==> src/rtl/fwd_src_pipe_pkg.sv <==
`default_nettype none
// ============================================================================
// Module   : fwd_src_pipe_pkg
// Purpose  : Shared Tnew encodings, write-data source select and bubble tag
//            for the forwarding-source pipeline.
// Revision : 1.0  initial release
// ============================================================================
package fwd_src_pipe_pkg;

    localparam int AW_DEF = 5;
    localparam int DW_DEF = 32;
    localparam int TW_DEF = 2;

    localparam int TNEW_NOW = 0;
    localparam int TNEW_ALU = 1;
    localparam int TNEW_MEM = 2;

    typedef enum logic [1:0] {
        WD_SRC_ZERO = 2'd0,
        WD_SRC_NOW  = 2'd1,
        WD_SRC_NEW  = 2'd2
    } wd_src_e;

    typedef struct packed {
        logic              grfwe;
        logic [AW_DEF-1:0] addr;
        logic [TW_DEF-1:0] tnew;
        logic [DW_DEF-1:0] wd;
    } tag_t;

    localparam tag_t BUBBLE_TAG = '0;

endpackage
`default_nettype wire

==> src/rtl/fwd_tag_stage.sv <==
`default_nettype none
// ============================================================================
// Module   : fwd_tag_stage
// Purpose  : One pipeline register for a register-write tag, with hold,
//            bubble insertion, optional saturating Tnew decrement and a
//            write-data source select.
// Revision : 1.0  initial release
// ============================================================================
module fwd_tag_stage
    import fwd_src_pipe_pkg::*;
#(
    parameter int AW  = AW_DEF,
    parameter int DW  = DW_DEF,
    parameter int TW  = TW_DEF,
    parameter bit DEC = 1'b1
) (
    input  logic          clk,
    input  logic          reset_n,
    input  logic          i_hold,
    input  logic          i_bubble,
    input  logic          i_grfwe,
    input  logic [AW-1:0] i_addr,
    input  logic [TW-1:0] i_tnew,
    input  wd_src_e       i_wd_sel,
    input  logic [DW-1:0] i_wd_now,
    input  logic [DW-1:0] i_wd_new,
    output logic          o_grfwe,
    output logic [AW-1:0] o_addr,
    output logic [TW-1:0] o_tnew,
    output logic [DW-1:0] o_wd
);

    logic          r_grfwe;
    logic [AW-1:0] r_addr;
    logic [TW-1:0] r_tnew;
    logic [DW-1:0] r_wd;

    logic          w_grfwe;
    logic [TW-1:0] w_tnew;
    logic [DW-1:0] w_wd;

    // Writes to $0 are dropped here so no downstream consumer ever matches it.
    assign w_grfwe = i_grfwe && (i_addr != '0);

    always_comb begin
        w_tnew = i_tnew;
        if (DEC && (i_tnew != '0)) begin
            w_tnew = i_tnew - TW'(1);
        end
    end

    always_comb begin
        w_wd = '0;
        case (i_wd_sel)
            WD_SRC_NOW:  w_wd = i_wd_now;
            WD_SRC_NEW:  w_wd = i_wd_new;
            default:     w_wd = '0;
        endcase
    end

    always_ff @(posedge clk or negedge reset_n) begin
        if (!reset_n) begin
            r_grfwe <= 1'b0;
            r_addr  <= '0;
            r_tnew  <= '0;
            r_wd    <= '0;
        end else if (i_hold) begin
            r_grfwe <= r_grfwe;
            r_addr  <= r_addr;
            r_tnew  <= r_tnew;
            r_wd    <= r_wd;
        end else if (i_bubble || !w_grfwe) begin
            r_grfwe <= BUBBLE_TAG.grfwe;
            r_addr  <= AW'(BUBBLE_TAG.addr);
            r_tnew  <= TW'(BUBBLE_TAG.tnew);
            r_wd    <= DW'(BUBBLE_TAG.wd);
        end else begin
            r_grfwe <= 1'b1;
            r_addr  <= i_addr;
            r_tnew  <= w_tnew;
            r_wd    <= w_wd;
        end
    end

    assign o_grfwe = r_grfwe;
    assign o_addr  = r_addr;
    assign o_tnew  = r_tnew;
    assign o_wd    = r_wd;

endmodule
`default_nettype wire

==> src/rtl/fwd_src_pipe.sv <==
`default_nettype none
// ============================================================================
// Module   : fwd_src_pipe
// Purpose  : Producer side of the D-stage forwarding interface: carries
//            write tags through E/M/W and raises the Tuse/Tnew decode stall.
// Revision : 1.0  initial release
// ============================================================================
module fwd_src_pipe
    import fwd_src_pipe_pkg::*;
#(
    parameter int AW = AW_DEF,
    parameter int DW = DW_DEF,
    parameter int TW = TW_DEF
) (
    input  logic          clk,
    input  logic          reset_n,
    input  logic          hold,
    input  logic          flush,
    input  logic          D_GRFWE,
    input  logic [AW-1:0] D_Addr,
    input  logic [TW-1:0] D_Tnew,
    input  logic [DW-1:0] D_WD,
    input  logic [AW-1:0] D_Rs,
    input  logic [AW-1:0] D_Rt,
    input  logic          D_UseRs,
    input  logic          D_UseRt,
    input  logic [TW-1:0] D_TuseRs,
    input  logic [TW-1:0] D_TuseRt,
    input  logic [DW-1:0] E_ALUOut,
    input  logic [DW-1:0] M_DMOut,
    output logic          stall,
    output logic          E_GRFWE,
    output logic          M_GRFWE,
    output logic          W_GRFWE,
    output logic [AW-1:0] E_Addr,
    output logic [AW-1:0] M_Addr,
    output logic [AW-1:0] W_Addr,
    output logic [TW-1:0] E_Tnew,
    output logic [TW-1:0] M_Tnew,
    output logic [DW-1:0] E_WD,
    output logic [DW-1:0] M_WD,
    output logic [DW-1:0] W_WD
);

    wd_src_e       w_e_sel;
    wd_src_e       w_m_sel;
    wd_src_e       w_w_sel;
    logic [TW-1:0] w_w_tnew;
    logic          w_hz_rs;
    logic          w_hz_rt;

    function automatic logic f_hazard(
        input logic          grfwe,
        input logic [AW-1:0] addr,
        input logic [TW-1:0] tnew,
        input logic [AW-1:0] src,
        input logic          use_src,
        input logic [TW-1:0] tuse
    );
        return grfwe && (addr == src) && (src != '0) && use_src && (tnew > tuse);
    endfunction

    assign w_hz_rs = f_hazard(E_GRFWE, E_Addr, E_Tnew, D_Rs, D_UseRs, D_TuseRs)
                   | f_hazard(M_GRFWE, M_Addr, M_Tnew, D_Rs, D_UseRs, D_TuseRs);
    assign w_hz_rt = f_hazard(E_GRFWE, E_Addr, E_Tnew, D_Rt, D_UseRt, D_TuseRt)
                   | f_hazard(M_GRFWE, M_Addr, M_Tnew, D_Rt, D_UseRt, D_TuseRt);
    assign stall   = w_hz_rs | w_hz_rt;

    // Each stage takes its write data from whichever source has just produced it.
    always_comb begin
        w_e_sel = (D_Tnew == TW'(TNEW_NOW)) ? WD_SRC_NOW : WD_SRC_ZERO;
        if (E_Tnew == TW'(TNEW_NOW)) begin
            w_m_sel = WD_SRC_NOW;
        end else if (E_Tnew == TW'(TNEW_ALU)) begin
            w_m_sel = WD_SRC_NEW;
        end else begin
            w_m_sel = WD_SRC_ZERO;
        end
        w_w_sel = (M_Tnew == TW'(TNEW_ALU)) ? WD_SRC_NEW : WD_SRC_NOW;
    end

    fwd_tag_stage #(.AW(AW), .DW(DW), .TW(TW), .DEC(1'b0)) u_stage_e (
        .clk      (clk),
        .reset_n  (reset_n),
        .i_hold   (hold),
        .i_bubble (flush | stall),
        .i_grfwe  (D_GRFWE),
        .i_addr   (D_Addr),
        .i_tnew   (D_Tnew),
        .i_wd_sel (w_e_sel),
        .i_wd_now (D_WD),
        .i_wd_new ({DW{1'b0}}),
        .o_grfwe  (E_GRFWE),
        .o_addr   (E_Addr),
        .o_tnew   (E_Tnew),
        .o_wd     (E_WD)
    );

    fwd_tag_stage #(.AW(AW), .DW(DW), .TW(TW), .DEC(1'b1)) u_stage_m (
        .clk      (clk),
        .reset_n  (reset_n),
        .i_hold   (hold),
        .i_bubble (1'b0),
        .i_grfwe  (E_GRFWE),
        .i_addr   (E_Addr),
        .i_tnew   (E_Tnew),
        .i_wd_sel (w_m_sel),
        .i_wd_now (E_WD),
        .i_wd_new (E_ALUOut),
        .o_grfwe  (M_GRFWE),
        .o_addr   (M_Addr),
        .o_tnew   (M_Tnew),
        .o_wd     (M_WD)
    );

    fwd_tag_stage #(.AW(AW), .DW(DW), .TW(TW), .DEC(1'b1)) u_stage_w (
        .clk      (clk),
        .reset_n  (reset_n),
        .i_hold   (hold),
        .i_bubble (1'b0),
        .i_grfwe  (M_GRFWE),
        .i_addr   (M_Addr),
        .i_tnew   (M_Tnew),
        .i_wd_sel (w_w_sel),
        .i_wd_now (M_WD),
        .i_wd_new (M_DMOut),
        .o_grfwe  (W_GRFWE),
        .o_addr   (W_Addr),
        .o_tnew   (w_w_tnew),
        .o_wd     (W_WD)
    );

    // A tag still waiting more than one cycle in M cannot be satisfied by W.
    a_m_tnew_legal: assert property (@(posedge clk) disable iff (!reset_n)
        M_Tnew <= TW'(TNEW_ALU));

    a_w_tnew_zero: assert property (@(posedge clk) disable iff (!reset_n)
        w_w_tnew == '0);

endmodule
`default_nettype wire

==> config.mk <==
export PLATFORM = sky130hd
export DESIGN_NAME = fwd_src_pipe
export DESIGN_NICKNAME = d
export VERILOG_FILES = /design/src/rtl/fwd_src_pipe_pkg.sv /design/src/rtl/fwd_tag_stage.sv /design/src/rtl/fwd_src_pipe.sv
export SDC_FILE = /design/constraint.sdc
export NUM_CORES = 1
export LEC_CHECK = 0
export CORE_ASPECT_RATIO = 0.9
export CORE_MARGIN = 2
export CORE_UTILIZATION = 45
export CTS_CLUSTER_DIAMETER = 40
export DETAILED_ROUTE_END_ITERATION = 8
export PLACE_DENSITY = 0.86
export SLEW_MARGIN = 30
export SYNTH_ARGS = -nofsm -noshare
export SYNTH_HDL_FRONTEND = slang
export SYNTH_SLANG_ARGS = --single-unit
export TNS_END_PERCENT = 30
==> constraint.sdc <==
create_clock -name clk -period 6.7 [get_ports clk]
set_input_delay 1.34 -clock clk [delete_from_list [all_inputs] [get_ports clk]]
set_output_delay 1.34 -clock clk [all_outputs]
set_load 0.01 [all_outputs]
==> metrics.txt <==
outcome=finished clean; gr usage total=27.1%; Longest Clk Path Bufs=2; die area=12,800 um^2; Crit path depth=10; drt total wl=16,900 um; Slew @ Worst Pin=0.841 ns; DRT iter0 DRCs=approximately 280; Starting Density=46.5%; syn nets=626; CTS tree=done; Cells after Synth=approximately 490; maximum vdd drop=0.195 mV; post-synthesis sequential area ratio=55.1%; final worst-path cycle share=78.6%; worst skew pair latency=slightly above 0.4 ns; PortBufs=242; Critical-path top delay cell=clkdlybuf4s50_1; Fmax achieved=190 MHz; RSZ-0062 raised after global routing=no; first-pass GRT wire length=26,600 um; fin. max-slew vios=0; multi-input logic area=2250 um^2; Num CTS Buffers=17; clock sink count=around 120; Vias/cell=5.40; number of global-route vias before repair=around 5,000; FP Rows=37; Max-Cap Viols=0; worst hold path depth=2; Clk pin slew, worst setup/hold paths=~0.050 ns; dpl hpwl=roughly 12,000 um; Final GP Congestion=0.901; most common cell after layout, fill and taps aside=clkdlybuf4s50_1; via count=4,848; Worst EP required=around 5.4 ns; DIE WIDTH=~120 um; Hold Buf Count CTS=0; worst rel slew slack=43.9%; sum of negative setup slack=0 ns; Final min period=roughly 5.3 ns; cell chain of the critical path=clkdlybuf4s50_1, inv_1, ha_1, nand2_1, nand3_1, or4_1, a21oi_1, nor2_1, inv_1, clkdlybuf4s50_1; Filler cells=788; cells on worst reg2reg path=10; final setup fails=0; pwr dens=212 nW/um^2; Area growth, synth to finish=58.4%; IO Pins=243; antenna violations before repair=0; CP Class=input pin to output port; Mean Syn Cell Area=about 11 um^2; post-route ant nets=0; worst path bufs/invs=4; leakage power=3.43 nW; Non-Filler Instances=about 900; Final Hold Fails=0; #FFs+latches synth=between 100 and 150; startpoint types=input pin; Die H=108 um; NumNets Final=between 800 and 900; DRC violations left=0; count of cell types in the netlist=27; CP Capture Type=output port; HP Class=flip-flop to flip-flop; layout cells sized above 1=5.66%; Storage cell area=2950 um^2; detailed-route wire length per cell=18.8 um; most frequent cells in the layout=clkdlybuf4s50_1, dfrtp_1, nand2_1, o21ai_0, mux2i_1; number of post-CTS setup repair buffers=0; first drt pass iteration count=4; core area=11,500 um^2; Reg2Reg Setup Slack=4.08 ns; Crit Path Max Fanout=9; Ys Warns=0; Root Driver=clkbuf_16; Critical Path Max Stage Delay=0.53 ns; grt total ovfl=0; Setup Skew=around 0.014 ns; post-CTS sizing=0; CP arrival=3.93 ns; Placed Cells incl. Taps=866; Post-Syn Area=roughly 5400 um^2; Diodes inserted=0; # H-tree levels=4; CP top delay family=buffers and inverters; largest net degree at the start of global routing=79
## cells in the mapped netlist (all sizes together)
| master | n | area, um^2 |
|---|---|---|
| or4 | 7 | 52.6 |
| nor3b | 1 | 7.51 |
| nor4 | 2 | 12.5 |
| clkbuf | 27 | 101 |
| nor2b | 1 | 6.26 |
| o21ai | 76 | 380 |
| nor4bb | 1 | 10.0 |
| nand2 | 90 | 338 |
| o221a | 1 | 11.3 |
| xor2 | 4 | 35.0 |
| a32o | 9 | 90.1 |
| xnor2 | 16 | 140 |
| nor4b | 1 | 15.0 |
| mux2i | 64 | 641 |
| dfrtp | 118 | 2950 |
| nand2b | 1 | 6.26 |
| nand3 | 8 | 40.0 |
| a22o | 33 | 289 |
| a21oi | 5 | 25.0 |
| nor2 | 5 | 18.8 |
| ha | 8 | 100 |
| inv | 9 | 33.8 |
| a21o | 1 | 7.51 |
| buf | 6 | 46.3 |
## layer usage
layer  GRT usage, %  part of all wire [%]  vias up
li1               -                     -     2217
met3           8.42                   7.9       39
met2           45.8                    50      231
met1           32.1                    40     2361
met5              0                     0        -
met4           11.9                   2.6        0
## tightest hold or removal path: cells and delay by family (launching register included)
family,cells,cell delay [ns]
flops,1,0.34
compound gates,1,0.06
simple gates,1,0.05
## path summary, 6_finish.rpt
path | from | end
min in group asynchronous | reset_n | u_stage_w.o_wd[6]$_DFFE_PN0N_
hold / removal | u_stage_w.o_wd[17]$_DFFE_PN0N_ | u_stage_w.o_wd[17]$_DFFE_PN0N_
max in group asynchronous | reset_n | u_stage_m.o_wd[5]$_DFFE_PN0N_
setup / recovery | D_TuseRt[1] | stall
hold reg to reg | u_stage_w.o_wd[17]$_DFFE_PN0N_ | u_stage_w.o_wd[17]$_DFFE_PN0N_
setup reg to reg | u_stage_m.o_tnew[0]$_DFFE_PN0N_ | u_stage_e.o_wd[26]$_DFFE_PN0N_
## area by class of cell
type,count,area share [%]
multi-input cells,334,26.5
clock buffers,29,6.37
flip-flops and latches,118,34.8
clock inverters,2,0.413
inverters,9,0.398
well taps,156,2.30
repair buffers,250,29.2
## logic make-up (layout without fill, tap and decap cells)
logic type	Yosys count	after routing	share of synthesized area, %
AND/OR/NAND/NOR	117	117	9.45
XOR/XNOR	20	20	3.27
AO/OA/AOI/OAI	125	125	15.0
adder cells (fa/ha/maj)	8	8	1.87
flip-flops	118	118	55.1
buffers and inverters	42	290	3.38
multiplexers	64	64	12.0
## registers in the layout (all words and copies together), names as in the netlist
register and flops:
u_stage_e.o_addr 5, u_stage_e.o_tnew 2, u_stage_m.o_grfwe 1, u_stage_w.o_grfwe 1, u_stage_m.o_tnew 2, u_stage_m.o_addr 5
u_stage_e.o_wd 32, u_stage_w.o_addr 5, u_stage_w.o_wd 32, u_stage_m.o_wd 32, u_stage_e.o_grfwe 1
## through the flow
stage	power, mW	hold WS [ns]	util, %	area [um^2]	worst slack (ns)
after global placement	0.940	0.464	68.6	7910	1.47
after detailed placement	0.946	0.475	68.6	7910	1.43
final	1.80	0.484	73.6	8490	1.43
after floorplan	0.814	0.516	-	5360	2.75
after global routing	1.87	0.509	73.6	8490	1.29
after CTS	1.81	0.485	73.6	8480	1.43
## report_power, final
part	total, mW	switching (mW)	internal, mW
clock network	0.868	0.292	0.576
registers	0.742	0.0167	0.725
logic	0.193	0.0810	0.112
No activity file was read; power rests on OpenSTA's default activity.
